`src/rtl/fp_byte_deserializer.sv`:
```
// fp_byte_deserializer
// Input stage of the byte-serial double-precision multiplier. Gathers
// 2*WORD_BYTES bytes (LSB byte first, operand A then operand B) into OP_A and
// OP_B, presents them over a valid/ready handshake and freezes them until the
// core accepts. Bytes arriving while the pair is pending are dropped and
// flagged on the sticky OVERRUN output.
//
// Optional feature macro: FP_OPERAND_CLASS_EN
//   When defined, A_CLASS/B_CLASS report the IEEE-754 class of each operand
//   (0 zero, 1 subnormal, 2 normal, 3 infinity, 4 NaN). The classification
//   reads bits [62:52]/[51:0], so it assumes WORD_BYTES = 8.

module fp_byte_deserializer #(
   parameter int WORD_BYTES   = 8,
   parameter int IDLE_TIMEOUT = 0
) (
   input  logic                    CLK,
   input  logic                    RESET,
   input  logic                    ENABLE,
   input  logic [7:0]              DATA_IN,
   input  logic                    OP_READY,
   output logic [8*WORD_BYTES-1:0] OP_A,
   output logic [8*WORD_BYTES-1:0] OP_B,
   output logic                    OP_VALID,
   output logic                    BUSY,
`ifdef FP_OPERAND_CLASS_EN
   output logic [2:0]              A_CLASS,
   output logic [2:0]              B_CLASS,
`endif
   output logic                    OVERRUN
);

   localparam int W            = 8 * WORD_BYTES;
   localparam int CountWidth   = (2 * WORD_BYTES > 1) ? $clog2(2 * WORD_BYTES) : 1;
   localparam int TimeoutWidth = (IDLE_TIMEOUT > 1) ? $clog2(IDLE_TIMEOUT) : 1;

   localparam logic [CountWidth-1:0]   CountHalf = CountWidth'(WORD_BYTES);
   localparam logic [CountWidth-1:0]   CountLast = CountWidth'(2 * WORD_BYTES - 1);
   localparam logic [CountWidth-1:0]   CountOne  = CountWidth'(1);
   localparam logic [TimeoutWidth-1:0] IdleLast  = TimeoutWidth'(IDLE_TIMEOUT - 1);

   typedef enum logic [1:0] {
      S_IDLE,
      S_COLLECT,
      S_HOLD
   } stateType;

   stateType state, stateNext;

   logic [CountWidth-1:0]   cnt, cntNext;
   logic [TimeoutWidth-1:0] idleCnt, idleNext;
   logic                    opValid, validNext;
   logic                    overrun, overrunNext;
   logic                    capture;
   logic [W-1:0]            opA, opB;
   logic [W-1:0]            opBShifted;

   // The byte on DATA_IN shifted in from the top; when this capture completes
   // the frame this is the final value of operand B, which the optional
   // classifier needs on the same edge that raises OP_VALID.
   assign opBShifted = {DATA_IN, opB[W-1:8]};

   // Control registers: FSM state, byte position within the frame, idle
   // counter, the valid flag and the sticky overrun flag all move together.
   always_ff @(posedge CLK or posedge RESET) begin
      if (RESET) begin
         state   <= S_IDLE;
         cnt     <= '0;
         idleCnt <= '0;
         opValid <= 1'b0;
         overrun <= 1'b0;
      end else begin
         state   <= stateNext;
         cnt     <= cntNext;
         idleCnt <= idleNext;
         opValid <= validNext;
         overrun <= overrunNext;
      end
   end

   // Next-state logic. IDLE waits for the first byte, COLLECT accepts bytes
   // (stalling on ENABLE low and optionally timing out a stuck partial frame),
   // HOLD freezes the pair until the handshake. A byte arriving on the very
   // handshake cycle starts the next frame so back-to-back frames need no
   // bubble; a byte arriving in HOLD without the handshake is lost.
   always_comb begin
      stateNext   = state;
      cntNext     = cnt;
      idleNext    = '0;
      capture     = 1'b0;
      validNext   = opValid;
      overrunNext = overrun;
      unique case (state)
         S_IDLE: begin
            if (ENABLE) begin
               capture   = 1'b1;
               cntNext   = CountOne;
               stateNext = S_COLLECT;
            end
         end
         S_COLLECT: begin
            if (ENABLE) begin
               capture = 1'b1;
               if (cnt == CountLast) begin
                  cntNext   = '0;
                  validNext = 1'b1;
                  stateNext = S_HOLD;
               end else begin
                  cntNext = cnt + 1'b1;
               end
            end else if (IDLE_TIMEOUT > 0) begin
               if (idleCnt == IdleLast) begin
                  cntNext   = '0;
                  stateNext = S_IDLE;
               end else begin
                  idleNext = idleCnt + 1'b1;
               end
            end
         end
         S_HOLD: begin
            if (OP_READY) begin
               validNext = 1'b0;
               if (ENABLE) begin
                  capture   = 1'b1;
                  cntNext   = CountOne;
                  stateNext = S_COLLECT;
               end else begin
                  stateNext = S_IDLE;
               end
            end else if (ENABLE) begin
               overrunNext = 1'b1;
            end
         end
         default: begin
            stateNext = S_IDLE;
            cntNext   = '0;
         end
      endcase
   end

   // Operand shift registers double as the output registers. Captures only
   // happen outside HOLD (or on the handshake edge, which is the moment the
   // core gives the pair up), so the operands never move while OP_VALID is high.
   always_ff @(posedge CLK or posedge RESET) begin
      if (RESET) begin
         opA <= '0;
         opB <= '0;
      end else if (capture) begin
         if (cnt < CountHalf) begin
            opA <= {DATA_IN, opA[W-1:8]};
         end else begin
            opB <= opBShifted;
         end
      end
   end

`ifdef FP_OPERAND_CLASS_EN
   logic [2:0] classA, classB;

   function automatic logic [2:0] classify(input logic [10:0] exponent,
                                           input logic [51:0] fraction);
      if (exponent == 11'd0) begin
         classify = (fraction == 52'd0) ? 3'd0 : 3'd1;
      end else if (exponent == 11'h7FF) begin
         classify = (fraction == 52'd0) ? 3'd3 : 3'd4;
      end else begin
         classify = 3'd2;
      end
   endfunction

   // Classes are latched on the same edge that raises OP_VALID: A is already
   // complete, B is taken from the value being written on that edge.
   always_ff @(posedge CLK or posedge RESET) begin
      if (RESET) begin
         classA <= 3'd0;
         classB <= 3'd0;
      end else if (validNext && !opValid) begin
         classA <= classify(opA[62:52], opA[51:0]);
         classB <= classify(opBShifted[62:52], opBShifted[51:0]);
      end
   end

   assign A_CLASS = classA;
   assign B_CLASS = classB;
`endif

   assign OP_A     = opA;
   assign OP_B     = opB;
   assign OP_VALID = opValid;
   assign OVERRUN  = overrun;
   assign BUSY     = (state == S_COLLECT);

endmodule
```
`config.mk`:
```
export PLATFORM = sky130hd
export DESIGN_NAME = fp_byte_deserializer
export DESIGN_NICKNAME = d
export VERILOG_FILES = /design/src/rtl/fp_byte_deserializer.sv
export SDC_FILE = /design/constraint.sdc
export NUM_CORES = 1
export LEC_CHECK = 0
export ABC_AREA = 1
export CAP_MARGIN = 20
export CORE_AREA = 8 8 118 120
export DETAILED_ROUTE_END_ITERATION = 10
export DIE_AREA = 0 0 126 128
export GPL_ROUTABILITY_DRIVEN = 0
export HOLD_SLACK_MARGIN = 0.12
export PLACE_DENSITY = 0.81
export SLEW_MARGIN = 20
export SYNTH_ARGS = -nofsm -noshare
export SYNTH_HDL_FRONTEND = slang
export SYNTH_SLANG_ARGS = --single-unit
```
`constraint.sdc`:
```
create_clock -name CLK -period 5 [get_ports CLK]
set_input_delay 1 -clock CLK [delete_from_list [all_inputs] [get_ports CLK]]
set_output_delay 1 -clock CLK [all_outputs]
set_load 0.03 [all_outputs]
```
==> reports/results.ini, run 1 <==
[run_status]
run_status=completed

[pwr]
clkPwrFrac_pct=27.1
p_leak_uw=0.00349
p_comb_share_pct=38.2
p_switching_uw=1760
swShare_pct=38.0
p_int_uw=2870
total_power_uw=4630
max-vdd-ir-drop_uv=381
p_per_area_nw_per_um2=585
p_seq_share_pct=34.7

[global_routing]
grt_max_degree=77
grt_pass1_wl_mm=21.1
grt_overflow=0
grt_pass1_vias=4132
grt_usage_pct=16.6
antenna_found_initial=0

[synth]
syn-instance-count=586
ys_types=18
yosysWarnings=0
synth_area_per_cell_sq_um=10.1
ys_top_cells_by_area=dfrtp_1 57%, o21ai_2 17%, nand2_1 9.1%
synth_seq_cells=136
synth_top_area_cell=dfrtp_1
synth_fp_nets=599
synth_top_area_share_pct=57.4
yosysSeqAreaShare_pct=57.4
syn-cell-area_sq_um=5930

[run]
cap_violations=0

[die]
ios=143
die-area_sq_um=16100
die_h_um=128
die_x_um=126
core-area_sq_um=12200
start_util_pct=48.6
rows=41

[clocking]
clkLatencyLatePin_ns=0.41
ctsResizeCount=0
cts.sinks=136
hold_buffers=0
htree_num_levels=4
postCtsSetupBuffers=0
root_buffer=clkbuf_16
cts_tree=yes
path_clk_slew_ns=0.05
cts_buffer_depth=2
cts_made_buffers=17

[worst_setup_path]
timing.rr.end=OP_A[48]
rr_worst_depth=7
worstSetupPathType=input port to register
cp-end-kind=register
r2r_setup_slack_ns=2.76
critPathMaxFanout=75
critPathArrivalTime_ns=3.21
cp.required_ns=5.29
reg2reg_from=state[1]
cp-start-kind=input port

[worst_hold_path]
hold_start=OP_A[4]
hp-class=register to register
min_to=OP_A[4]
hold_depth=2

[route]
detail-route-antenna-nets=0
avgRoutedWirePerCell_um=14.4
dr.max_layer_used=met4
routed_via_density=4.66
drtIter0Drc=327
wl_met2_mm=6.07
met3WireLength_mm=1.04
vias=4129
dr.pass1.iters=6
drc=0
wl_mm=12.7
wl_met1_mm=5.48

[layout]
nNetsFinal=736
stdcell_area_sq_um=7920
area_delta_synth_final_pct=33.5
fillers=974
antenna_cells=0
layout_common_cells=143 x nand2_1, 142 x clkdlybuf4s50_1, 136 x dfrtp_1
drive_above_1_share_pct=21.2
final_common_cell=nand2_1

[timing]
finalCritPeriodShare_pct=58.3
worst_slew_margin_rel_pct=33.5
fmax_ghz=0.343
maxSlewViolCount=0
fin_crit_ns=2.92
setup_viol=0
max_slew.worst_pin.slew_ns=0.997
skew_ns=0.00588
rsz0062_at_grt=no
setup_tns_ns=0
final-hold-violation-count=0

[placement]
hpwl_mm=9.06
port_buffers=142
place_area_sq_um=7310

cell families after synthesis:
group / count (synthesis) / share of synthesized area [%]
buffers and inverters: 157 / 13.4
adders and majority gates: 1 / 0.211
and+or+nand+nor: 156 / 10.3
AOI/OAI and AO/OA: 136 / 18.7
DFF: 136 / 57.4
how the worst max path moves through the flow:
stage | start | to | slack, ns | cells after the start
floorplan | RESET | OP_A[0] | 0.36 | 1
global placement | OP_READY | OP_A[54] | 1.76 | 9
detailed placement | OP_READY | OP_A[15] | 1.69 | 9
CTS | OP_READY | OP_A[15] | 2.11 | 9
global route | OP_READY | OP_A[34] | 1.92 | 9
finish | OP_READY | OP_A[48] | 2.08 | 9
metrics by stage:
stage / hold WS [ns] / utilization [%] / setup WS, ns / instances
floorplan: 0.472 / - / 0.361 / 586
global placement: 0.463 / 59.8 / 1.76 / 854
detailed placement: 0.470 / 59.8 / 1.69 / 854
CTS: 0.484 / 64.9 / 2.11 / 886
global route: 0.507 / 64.9 / 1.92 / 886
finish: 0.481 / 64.9 / 2.08 / 886
cell usage after synthesis:
master / n
or2_2: 1
nand3_1: 5
nand3_2: 2
nand2_1: 143
nor2_2: 1
dfrtp_1: 136
a21oi_1: 1
nand2_2: 1
o21ai_2: 114
buf_4: 2
o21ai_0: 6
inv_2: 1
nor2_1: 3
ha_1: 1
o21bai_1: 1
buf_6: 26
inv_1: 128
o21ai_1: 14
power groups by stage:
stage               Sequential (uW)  Combinational [uW]  Clock (uW)
floorplan                      2050                 718           0
global placement               1610                1740           0
detailed placement             1620                1780           0
CTS                            1610                1790        1280
global route                   1640                1910        1330
finish                         1610                1770        1260
cell type report:
class	instances	area [sq um]	share of cell area (%)
repair buffers	146	1480	18.6
multi-input cells	293	1750	22.1
clock buffers	25	526	6.64
flip-flops and latches	136	3400	43.0
well taps	150	188	2.37
clock inverters	7	87.6	1.11
inverters	129	489	6.18
critical path, cell delays in order:
cell	delay, ns
clkdlybuf4s50_1	0.48
inv_1	0.05
nand2_1	0.07
nand2_2	0.07
inv_2	0.11
nand3_4	0.70
buf_12	0.51
nand2_1	0.11
o21ai_2	0.05
per-layer routing:
layer / GRT usage (%) / vias up
li1: - / 2062
met1: 19.5 / 1927
met2: 26.5 / 127
met3: 7.20 / 13
met4: 6.16 / 0
met5: 0 / -
state kept, by name (all words and copies together) (netlist names):
signal,count
OP_A,64
OP_B,64
OP_VALID,1
OVERRUN,1
cnt,4
state,2
Power figures use the tool's default switching activity.
==> inputs of run 2 (changes only) <==
--- a/config.mk
+++ b/config.mk
@@ -7,12 +7,12 @@
 export LEC_CHECK = 0
 export ABC_AREA = 1
 export CAP_MARGIN = 20
-export CORE_AREA = 8 8 118 120
+export CORE_AREA = 8 8 124 126
 export DETAILED_ROUTE_END_ITERATION = 10
-export DIE_AREA = 0 0 126 128
+export DIE_AREA = 0 0 132 134
 export GPL_ROUTABILITY_DRIVEN = 0
 export HOLD_SLACK_MARGIN = 0.12
-export PLACE_DENSITY = 0.81
+export PLACE_DENSITY = 0.77
 export SLEW_MARGIN = 20
 export SYNTH_ARGS = -nofsm -noshare
 export SYNTH_HDL_FRONTEND = slang
==> constraint.sdc (replaced) <==
create_clock -name CLK -period 2.6 [get_ports CLK]
set_input_delay 0.52 -clock CLK [delete_from_list [all_inputs] [get_ports CLK]]
set_output_delay 0.52 -clock CLK [all_outputs]
set_load 0.03 [all_outputs]
==> run 2 against run 1 <==
Net effect: critical path depth is 6 lower; register-to-register slack worse by 1.7 ns; setup slack worse by 1.8 ns; routed wire length decreased by 2.7%; critical endpoint is now BUSY; highest routed layer unchanged.
==> reports/results.ini, run 2 (synthesis gave the netlist of run 1 again) <==
[layout]
fillers=1135  ; +17%
antenna_cells=0  ; unchanged
layout_common_cells=143 x nand2_1, 142 x clkdlybuf4s50_1, 136 x dfrtp_1
final_common_cell=nand2_1
drive_above_1_share_pct=20.5  ; -0.73 points
finish.utilization_pct=59.0  ; -5.9 points
nNetsFinal=740  ; +0.54%
area_delta_synth_final_pct=34.2

[timing]
max_slew.worst_pin.slew_ns=0.747  ; -0.250 ns
worst_slew_margin_rel_pct=50.2  ; +17 points
maxSlewViolCount=0  ; unchanged
final-hold-violation-count=0  ; unchanged
rsz0062_at_grt=no
finalCritPeriodShare_pct=89.4
skew_ns=0.00879  ; +0.00291 ns
setup_viol=0  ; unchanged
setup_tns_ns=0  ; unchanged
fmax_ghz=0.430
fin_crit_ns=2.33

[route]
detail-route-antenna-nets=0  ; unchanged
drtIter0Drc=335  ; +2.4%
vias=4059  ; -1.7%
drc=0  ; unchanged
dr.pass1.iters=4  ; -2
wl_mm=12.4  ; -2.7%
avgRoutedWirePerCell_um=13.5  ; -6.1%
routed_via_density=4.42  ; -5.1%

[die]
start_util_pct=43.9  ; -4.7 points
rows=43  ; +4.9%
ios=143  ; unchanged
core-area_sq_um=13500  ; +11%
die-area_sq_um=17700  ; +9.7%
die_h_um=134  ; +4.7%
die_x_um=132  ; +4.8%

[clocking]
postCtsSetupBuffers=0  ; unchanged
cts_made_buffers=17  ; unchanged
cts.sinks=136  ; unchanged
hold_buffers=0  ; unchanged
ctsResizeCount=0  ; unchanged
cts_buffer_depth=2  ; unchanged
cts_tree=yes
htree_num_levels=4  ; unchanged
path_clk_slew_ns=0.06  ; about the same
root_buffer=clkbuf_16
clkLatencyLatePin_ns=0.41  ; about the same

[worst_setup_path]
crit_chain=inv_1, nor2_2, clkdlybuf4s50_1
critPathMaxStageDelay_ns=0.72  ; +0.02 ns
critPathMaxFanout=6  ; -92%
worstSetupPathType=register to primary output
cp.required_ns=2.08  ; -3.21 ns
critPathArrivalTime_ns=1.81  ; -1.40 ns
cp-end-kind=primary output
critical-path-top-delay-family=buffers and inverters
cp_slowest_cell=clkdlybuf4s50_1
crit_buf_inv=2  ; -2
cp-start-kind=register

[global_routing]
grt_pass1_vias=3982  ; -3.6%
grt_usage_pct=14.4  ; -2.2 points
grt_max_degree=137  ; +78%
grt_pass1_wl_mm=20.4  ; -3.6%
antenna_found_initial=0  ; unchanged
grt_overflow=0  ; unchanged

[run_status]
run_status=completed

[pwr]
p_per_area_nw_per_um2=1090  ; +86%
max-vdd-ir-drop_uv=624  ; +64%
p_leak_uw=0.00347  ; -0.39%

[placement]
hpwl_mm=8.87  ; -2.0%
port_buffers=142  ; unchanged

[worst_hold_path]
hp-class=register to register

[run]
cap_violations=0  ; unchanged

-- run 2: cell types whose count changed in the layout (fill, tap and decap cells not counted), sizes merged --
cell,before,now
clkinv,4,1
buf,4,8
clkbuf,25,27
inv,129,128
clkinvlp,1,2
bufinv,2,1
-- run 2: cell type report --
cell class / instances / area (sq um) / share of cell area, %
multi-input cells: 293 / 1750 / 22.0
well taps: 180 / 225 / 2.83
inverters: 129 / 488 / 6.13
clock inverters: 3 / 42.5 / 0.534
clock buffers: 27 / 483 / 6.07
repair buffers: 150 / 1570 / 19.7
flip-flops and latches: 136 / 3400 / 42.7
-- run 2: report_power, final --
group          internal [uW]  leakage [uW]  switching [uW]
clock network           1350      0.000252             811
registers               2640       0.00182             419
logic                   1350       0.00140            2110
-- run 2: tightest hold or removal path, stage by stage (launching register included) --
cell	delay [ns]
dfrtp_1	0.34
nand2_1	0.06
o21ai_2	0.04
-- run 2: path summary, 6_finish.rpt --
check                         start       end  slack, ns  cells past startpoint
min reg2reg                 OP_B[5]   OP_B[5]       0.48                      2
max reg2reg                state[1]  OP_A[35]       1.07                      7
min                         OP_B[5]   OP_B[5]       0.48                      2
min in group asynchronous     RESET  OP_B[52]       0.64                      3
max                        state[0]      BUSY       0.27                      3
max in group asynchronous     RESET    cnt[3]       1.37                      3
-- run 2: per-stage QoR --
| step | instance area [sq um] | setup slack, ns | hold slack (ns) | cells | total power [uW] |
|---|---|---|---|---|---|
| floorplan | 5930 | 0.387 | 0.472 | 586 | 5330 |
| global placement | 7440 | 0.516 | 0.462 | 888 | 6490 |
| detailed placement | 7440 | 0.451 | 0.470 | 888 | 6580 |
| CTS | 7960 | 0.261 | 0.483 | 918 | 8790 |
| global route | 7960 | 0.200 | 0.494 | 918 | 9150 |
| finish | 7960 | 0.274 | 0.480 | 918 | 8680 |
-- run 2: per-layer routing --
layer | GRT usage, % | routed length, um | up-vias
met2 | 22.4 | 5790 | 112
met1 | 16.7 | 5390 | 1866
met4 | 7.53 | 316 | 0
met3 | 5.95 | 887 | 22
li1 | - | - | 2059
met5 | 0 | 0 | -
==> inputs of run 3 (changes only) <==
==> constraint.sdc (replaced) <==
create_clock -name CLK -period 1.9 [get_ports CLK]
set_input_delay 0.38 -clock CLK [delete_from_list [all_inputs] [get_ports CLK]]
set_output_delay 0.38 -clock CLK [all_outputs]
set_load 0.03 [all_outputs]
==> run 3 against run 2 <==
Net effect: global-route usage grew 0.34 points; power grew 43%; sequential power grew 37%; first-iteration DRC count shrank 23%; die area is the same; worst hold slack lost 0.053 ns; non-clock buffer count grew 2; utilization grew 2.0 points; clock power grew 64%; register-to-register slack lost 0.55 ns.
==> reports/results.ini, run 3 (synthesis gave the netlist of run 1 again) <==
[worst_setup_path]
rr_worst_depth=5  ; -2
reg2reg_from=state[1]
cp-end-kind=primary output
critical-path-top-delay-family=buffers and inverters
critPathMaxStageDelay_ns=0.69  ; -0.03 ns
crit_chain=clkdlybuf4s50_1
worstSetupPathType=register to primary output
critPathMaxFanout=3  ; -3
cp_slowest_cell=clkdlybuf4s50_1
cp.required_ns=1.52  ; -0.56 ns
crit_path_start=OP_A[27]
timing.rr.end=OP_B[56]
crit_buf_inv=1  ; -1
critPathArrivalTime_ns=1.48  ; -0.33 ns
r2r_setup_slack_ns=0.52  ; -0.55 ns
cp-start-kind=register

[run_status]
run_status=completed

[route]
dr.pass1.iters=4  ; unchanged
vias=4137  ; +1.9%
detail-route-antenna-nets=0  ; unchanged
drtIter0Drc=257  ; -23%
drc=0  ; unchanged
wl_mm=12.9  ; +4.3%
avgRoutedWirePerCell_um=14.0  ; +4.0%
routed_via_density=4.49  ; +1.6%

[clocking]
clkLatencyLatePin_ns=0.41  ; about the same
cts_buffer_depth=2  ; unchanged
cts_made_buffers=17  ; unchanged
htree_num_levels=4  ; unchanged
path_clk_slew_ns=0.06  ; about the same
hold_buffers=0  ; unchanged
root_buffer=clkbuf_16
cts_tree=yes
cts.sinks=136  ; unchanged

[layout]
area_delta_synth_final_pct=38.8
antenna_cells=0  ; unchanged
layout.cells.non_filler=921  ; +0.33%
layout_common_cells=143 x nand2_1, 136 x dfrtp_1, 127 x inv_1
fillers=1087  ; -4.2%
final_common_cell=nand2_1
nNetsFinal=742  ; +0.27%
drive_above_1_share_pct=21.7  ; +1.3 points
finish.utilization_pct=61.0  ; +2.0 points

[timing]
hold_ws_ns=0.427  ; -0.0529 ns
maxSlewViolCount=0  ; unchanged
final-hold-violation-count=0  ; unchanged
skew_ns=0.00775  ; -0.00104 ns
finalCritPeriodShare_pct=97.8
timing.final.ws_setup_ns=0.0411  ; -0.233 ns
max_slew.worst_pin.slew_ns=0.463  ; -0.284 ns
worst_slew_margin_rel_pct=69.2  ; +19 points
fmax_ghz=0.538
fin_crit_ns=1.86
setup_viol=0  ; unchanged
rsz0062_at_grt=no

[global_routing]
antenna_found_initial=0  ; unchanged
grt_pass1_vias=4222  ; +6.0%
grt_overflow=0  ; unchanged
grtUsageMet3_pct=6.32  ; +0.37 points
use_met2_pct=23.5  ; +1.1 points
top_usage_layer=met2
grt_pass1_wl_mm=21.1  ; +3.6%
grt_max_degree=85  ; -38%
grt_usage_pct=14.7  ; +0.34 points
grtUsageMet1_pct=17.0  ; +0.30 points

[die]
die_x_um=132  ; unchanged
core-area_sq_um=13500  ; unchanged
ios=143  ; unchanged
die_h_um=134  ; unchanged
rows=43  ; unchanged
start_util_pct=43.9  ; unchanged
die-area_sq_um=17700  ; unchanged

[pwr]
p_leak_uw=0.00460  ; +32%
max-vdd-ir-drop_uv=1010  ; +61%
p_per_area_nw_per_um2=1510  ; +39%
total_power_uw=12400  ; +43%

[placement]
port_buffers=142  ; unchanged
dp_slack_ns=0.0560  ; -0.395 ns
dp_cells=890  ; +0.23%
hpwl_mm=9.10  ; +2.6%

[worst_hold_path]
hp-class=input port to asynchronous set/reset pin

[run]
cap_violations=0  ; unchanged

-- run 3: changes by cell type in the layout (fill, tap and decap cells not counted), moves of 4 or more --
cell and delta:
dlymetal6s2s_1 +62, bufinv_16 +4, clkbuf_1 -7, dlygate4sd2_1 +14
clkdlybuf4s50_1 -76
-- run 3: repair_timing --
item,4_1_cts,5_1_grt
pin swaps,0,0
resized for setup,14,62
endpoints found under the setup margin,14,62
setup buffers,0,0
-- run 3: cell type report --
type / count / area [sq um] / area share [%]
Inverter: 129 / 488 / 5.93
Clock inverter: 12 / 200 / 2.43
Sequential cell: 136 / 3400 / 41.3
Timing Repair Buffer: 152 / 1720 / 20.9
Multi-Input combinational cell: 293 / 1750 / 21.3
Tap cell: 180 / 225 / 2.74
Clock buffer: 19 / 443 / 5.38
-- run 3: worst max path at each step --
stage	endpoint	cells after the start	slack (ns)
floorplan	OP_A[0]	1	-0.17
detailed placement	OP_B[56]	9	0.06
finish	OP_A[27]	1	0.04
global placement	OP_B[41]	9	0.1
CTS	OP_B[52]	1	0.001
global route	OP_A[27]	1	0.0002
-- run 3: stage by stage --
stage                     setup TNS [ns]  cell area, sq um
after detailed placement               0              7450
after global routing                   0              8230
after CTS                              0              8080
after global placement                 0              7450
after floorplan                   -23.55              5930
final                                  0              8230
-- run 3: layer usage --
| layer | share of wire (%) | vias up |
|---|---|---|
| met4 | 1.9 | 0 |
| met3 | 7.2 | 14 |
| li1 | - | 2079 |
| met2 | 48 | 116 |
| met5 | 0 | - |
| met1 | 43 | 1928 |
-- run 3: power breakdown --
group	switching, uW	leakage (uW)	total (uW)	internal (uW)
Clock	1190	0.000305	3540	2350
Combinational	2940	0.00248	4710	1770
Sequential	570	0.00182	4180	3610
Total	4700	0.00460	12400	7730
==> RTL change 1, RTL diff (flow settings as in run 3) <==
Build with the macro `FP_OPERAND_CLASS_EN` defined.
--- a/src/rtl/fp_byte_deserializer.sv
+++ b/src/rtl/fp_byte_deserializer.sv
@@ -9,6 +9,8 @@
 //   When defined, A_CLASS/B_CLASS report the IEEE-754 class of each operand
 //   (0 zero, 1 subnormal, 2 normal, 3 infinity, 4 NaN). The classification
 //   reads bits [62:52]/[51:0], so it assumes WORD_BYTES = 8.
+
+`define FP_OPERAND_CLASS_EN
 
 module fp_byte_deserializer #(
    parameter int WORD_BYTES   = 8,
Check against the original RTL (old outputs only; new: A_CLASS and B_CLASS): equivalent (equiv_simple and equiv_induct, registers matched by name and starting in step).
==> RTL change 1 against run 3 <==
Final area increased by 3.2%; total power rose by 24%; sequential cell count grew 6; synthesized area is 1.4% higher; maximum frequency shrank 0.58%; setup slack got worse by 0.011 ns; routed wire length grew 22%; critical endpoint is now B_CLASS[0]; largest cell class unchanged; largest power group unchanged.
==> RTL change 1: results <==
set metrics [dict create \
    slew_headroom 0.722 \
    first_pass_iters 4 \
    synth_commonest_cells "142 x dfrtp_1, 140 x nand2_1, 115 x nor2_1" \
    routed.top_layer "met4" \
    wl_met1_um 7070 \
    routedWlPerCell_um 15.1 \
    grt_antenna_before_repair 0 \
    cellLeakagePower_uw 0.00467 \
    reg2reg_slack_ns 0.13 \
    drt-vias-per-instance 4.85 \
    synth_fp_nets 709 \
    intPower_uw 8780 \
    syn_inst 691 \
    synth_cell_types 24 \
    seq_area_frac_synth 0.591 \
    nNetsFinal 869 \
    reg2reg_depth 7 \
    synth_area_leaders "dfrtp_1 59%, nand2_1 8.7%, nor2_1 7.2%, o21ai_1 5.7%, inv_1 4.9%" \
    post-place-ws_ns 0.0365 \
    grt_max_degree 77 \
    wl_met3_um 551 \
    drt_iter0_drc 390 \
    fin_worst_skew_ns 0.00533 \
    post-route-period-util 0.984 \
    drive_gt1_frac 0.0718 \
    hpwl_um 11300 \
    nFillCells 1140 \
    ir_drop_mv 0.959 \
    place_area_sq_um 7850 \
    grt_first_pass_wirelength_um 25600 \
    yosys_warnings 0 \
    finalNonFillerCells 1043 \
    hold_ws_ns 0.456 \
    timing.rr.end "state[1]" \
    grt_pass1_vias 4958 \
    place_inst 1011 \
    path_max_fanout 2 \
    route.met2.wl_um 7830 \
    antenna_cells 0 \
    grt_use_total 0.179 \
    async_flop_share 1.00 \
    status "completed" \
    layout_commonest_cell "dfrtp_1" \
    portBuffers 148 \
]
==> RTL change 1: changes by cell type after synthesis, sizes merged, moves of 4 or more <==
cell | before | now
a21oi | 1 | 48
nand2 | 144 | 140
nor2 | 4 | 117
ha | 1 | 6
inv | 129 | 82
dfrtp | 136 | 142
mux2 | 0 | 8
nor3 | 0 | 5
nand4 | 0 | 8
nand3 | 7 | 16
o21ai | 134 | 87
==> RTL change 1: worst reg2reg max path: stages, from the launching register on <==
cell	delay (ns)
dfrtp_1	0.44
inv_1	0.12
ha_1	0.26
buf_4	0.17
o21ai_1	0.14
o21ai_0	0.13
a21oi_1	0.26
o21ai_0	0.12
==> RTL change 1: power groups by stage <==
stage / logic (uW) / registers (uW) / clock network, uW
after floorplan: 2070 / 7270 / 0
after global placement: 7130 / 5300 / 0
after detailed placement: 7240 / 5320 / 0
after CTS: 7060 / 5270 / 3260
after global routing: 7520 / 5440 / 3400
final: 6970 / 5260 / 3200
==> RTL change 1: worst max-delay path by stage <==
stage               startpoint          to  cells past startpoint
global placement        ENABLE    OP_A[36]                      6
global route          OP_A[42]    OP_A[42]                      1
finish              B_CLASS[0]  B_CLASS[0]                      1
CTS                   OP_A[39]    OP_A[39]                      1
detailed placement      ENABLE    OP_A[37]                      6
floorplan                RESET  A_CLASS[0]                      1
==> RTL change 1: metrics by stage <==
| step | util | TNS (ns) | total power, uW |
|---|---|---|---|
| floorplan | - | -36.50 | 9340 |
| global placement | 0.581 | 0 | 12400 |
| detailed placement | 0.581 | 0 | 12600 |
| CTS | 0.619 | 0 | 15600 |
| global route | 0.629 | 0 | 16400 |
| finish | 0.629 | 0 | 15400 |
==> RTL change 1: what timing repair did <==
action | 4_1_cts | 5_1_grt
gates cloned | 0 | 1
setup endpoints to repair | 48 | 52
buffers inserted | 0 | 0
gates resized for setup | 48 | 44
pin swaps | 0 | 0
==> RTL change 1: logic make-up (layout without fill, tap and decap cells) <==
| kind of cell | Yosys count | after routing | synth area share |
|---|---|---|---|
| simple gates | 289 | 289 | 0.192 |
| fa+ha+maj | 6 | 6 | 0.0125 |
| mux | 8 | 8 | 0.0150 |
| compound gates | 137 | 137 | 0.115 |
| buf+inv | 109 | 281 | 0.0738 |
| flops | 142 | 142 | 0.591 |
==> RTL change 1: layer usage <==
| layer | track usage | up-vias |
|---|---|---|
| li1 | - | 2532 |
| met2 | 0.295 | 97 |
| met4 | 0.0753 | 0 |
| met3 | 0.0445 | 16 |
| met1 | 0.221 | 2418 |
| met5 | 0 | - |
==> RTL change 1: area by class of cell <==
cell class	instances	area share
Clock buffer	20	0.0537
Sequential cell	142	0.418
Tap cell	180	0.0265
Inverter	82	0.0367
Clock inverter	11	0.0137
Timing Repair Buffer	168	0.211
Multi-Input combinational cell	440	0.240
==> RTL change 2, RTL diff (settings of run 3) <==
Made on the original files. Encoding of `stateType`: now one-hot (3 bits for 3 states).
--- a/src/rtl/fp_byte_deserializer.sv
+++ b/src/rtl/fp_byte_deserializer.sv
@@ -39,10 +39,10 @@
    localparam logic [CountWidth-1:0]   CountOne  = CountWidth'(1);
    localparam logic [TimeoutWidth-1:0] IdleLast  = TimeoutWidth'(IDLE_TIMEOUT - 1);
 
-   typedef enum logic [1:0] {
-      S_IDLE,
-      S_COLLECT,
-      S_HOLD
+   typedef enum logic [2:0] {
+      S_IDLE    = 3'b001,
+      S_COLLECT = 3'b010,
+      S_HOLD    = 3'b100
    } stateType;
 
    stateType state, stateNext;
Check against the original RTL: no difference found for any inputs over 10 cycles, from zero or initial values and one cycle with RESET high; not proved beyond that.
==> RTL change 2 against run 3 <==
Setup slack worse by 0.012 ns; sequential share of layout area grew 0.45 points; routed wire length rose by 25%; first-iteration DRC count is 91% higher; highest routed layer unchanged; sequential cell count increased by 1; worst hold slack got worse by 0.16 ns; critical path depth did not move; synthesized area down 0.57%; final area fell by 0.27%; total power is 6.5% lower; non-clock buffer count rose by 5.
==> RTL change 2: results <==
set metrics [dict create \
    powerComb_uw 4180 \
    grt_antenna_before_repair 0 \
    worst_path_max_delay_cell "clkdlybuf4s50_1" \
    reg2reg_slack_ns 0.20 \
    hpwl_um 10400 \
    synth_fp_nets 660 \
    status "completed" \
    grt_max_degree 68 \
    clk_path_buf_depth 2 \
    use_met1 0.223 \
    drt-vias-per-instance 5.40 \
    route.met2.wl_um 8210 \
    yosys_warnings 0 \
    routed.top_layer "met4" \
    timing.rr.end "OP_A[47]" \
    grt_pass1_vias 5046 \
    use_met2 0.296 \
    synth_area_leaders "dfrtp_1 58%, nand2_1 18%, nand4_1 14%, buf_6 2.1%, buf_2 1.4%" \
    p_clk_uw 3480 \
    r2r_start "state[1]" \
    cts-root-buf "clkbuf_16" \
    reg2reg_depth 8 \
    met3_usage 0.0557 \
    path_max_fanout 3 \
    wl_met3_um 978 \
    synth_fa_ha_area_frac 0.00212 \
    grt_use_total 0.181 \
    nNetsFinal 779 \
    drive_gt1_frac 0.0719 \
    hold_path_class "input pin to async pin" \
    tightest_slew_ns 0.410 \
    place_area_sq_um 7430 \
    synth_cell_types 24 \
    first_pass_iters 5 \
    seq_area_frac_synth 0.582 \
    ir_drop_mv 0.622 \
    synth-main-ff-cell "dfrtp_1" \
    critical_path.endpoint "OP_A[21]" \
    routedWlPerCell_um 16.8 \
    cellLeakagePower_uw 0.00521 \
    fin_worst_skew_ns 0.00832 \
    cp-startpoint "OP_A[21]" \
    synth_commonest_cells "283 x nand2_1, 136 x dfrtp_1, 131 x nand4_1" \
    antenna_cells 0 \
    synth-compound-area-share 0.00530 \
    cts_resized 19 \
    synth-xor-area-share 0.00149 \
    total_power_uw 11600 \
    drt_iter0_drc 492 \
    grt_first_pass_wirelength_um 26300 \
    p_switching_uw 4340 \
    wl_met1_um 6740 \
]
-- RTL change 2: worst min-delay path by stage --
stage | from | end | slack, ns | depth (start not counted)
2_1_floorplan | OP_READY | OVERRUN | 0.48 | 1
3_3_place_gp | OP_A[3] | OP_A[3] | 0.45 | 2
3_5_place_dp | OVERRUN | OVERRUN | 0.46 | 1
4_1_cts | RESET | OP_VALID | 0.26 | 2
5_1_grt | RESET | OP_VALID | 0.28 | 2
6_report | RESET | OP_B[5] | 0.27 | 2
-- RTL change 2: metrics by stage --
step                setup WS, ns  instances
global route            0.000291        959
global placement          0.0752        927
finish                    0.0290        959
floorplan                 -0.186        647
CTS                    0.0000129        959
detailed placement       -0.0138        927
-- RTL change 2: final cells by class --
cell class	instances	area, sq um
fillers	1112	5300
flip-flops and latches	137	3430
multi-input cells	444	2090
repair buffers	157	1790
clock buffers	25	495
well taps	180	225
clock inverters	7	138
inverters	9	38.8
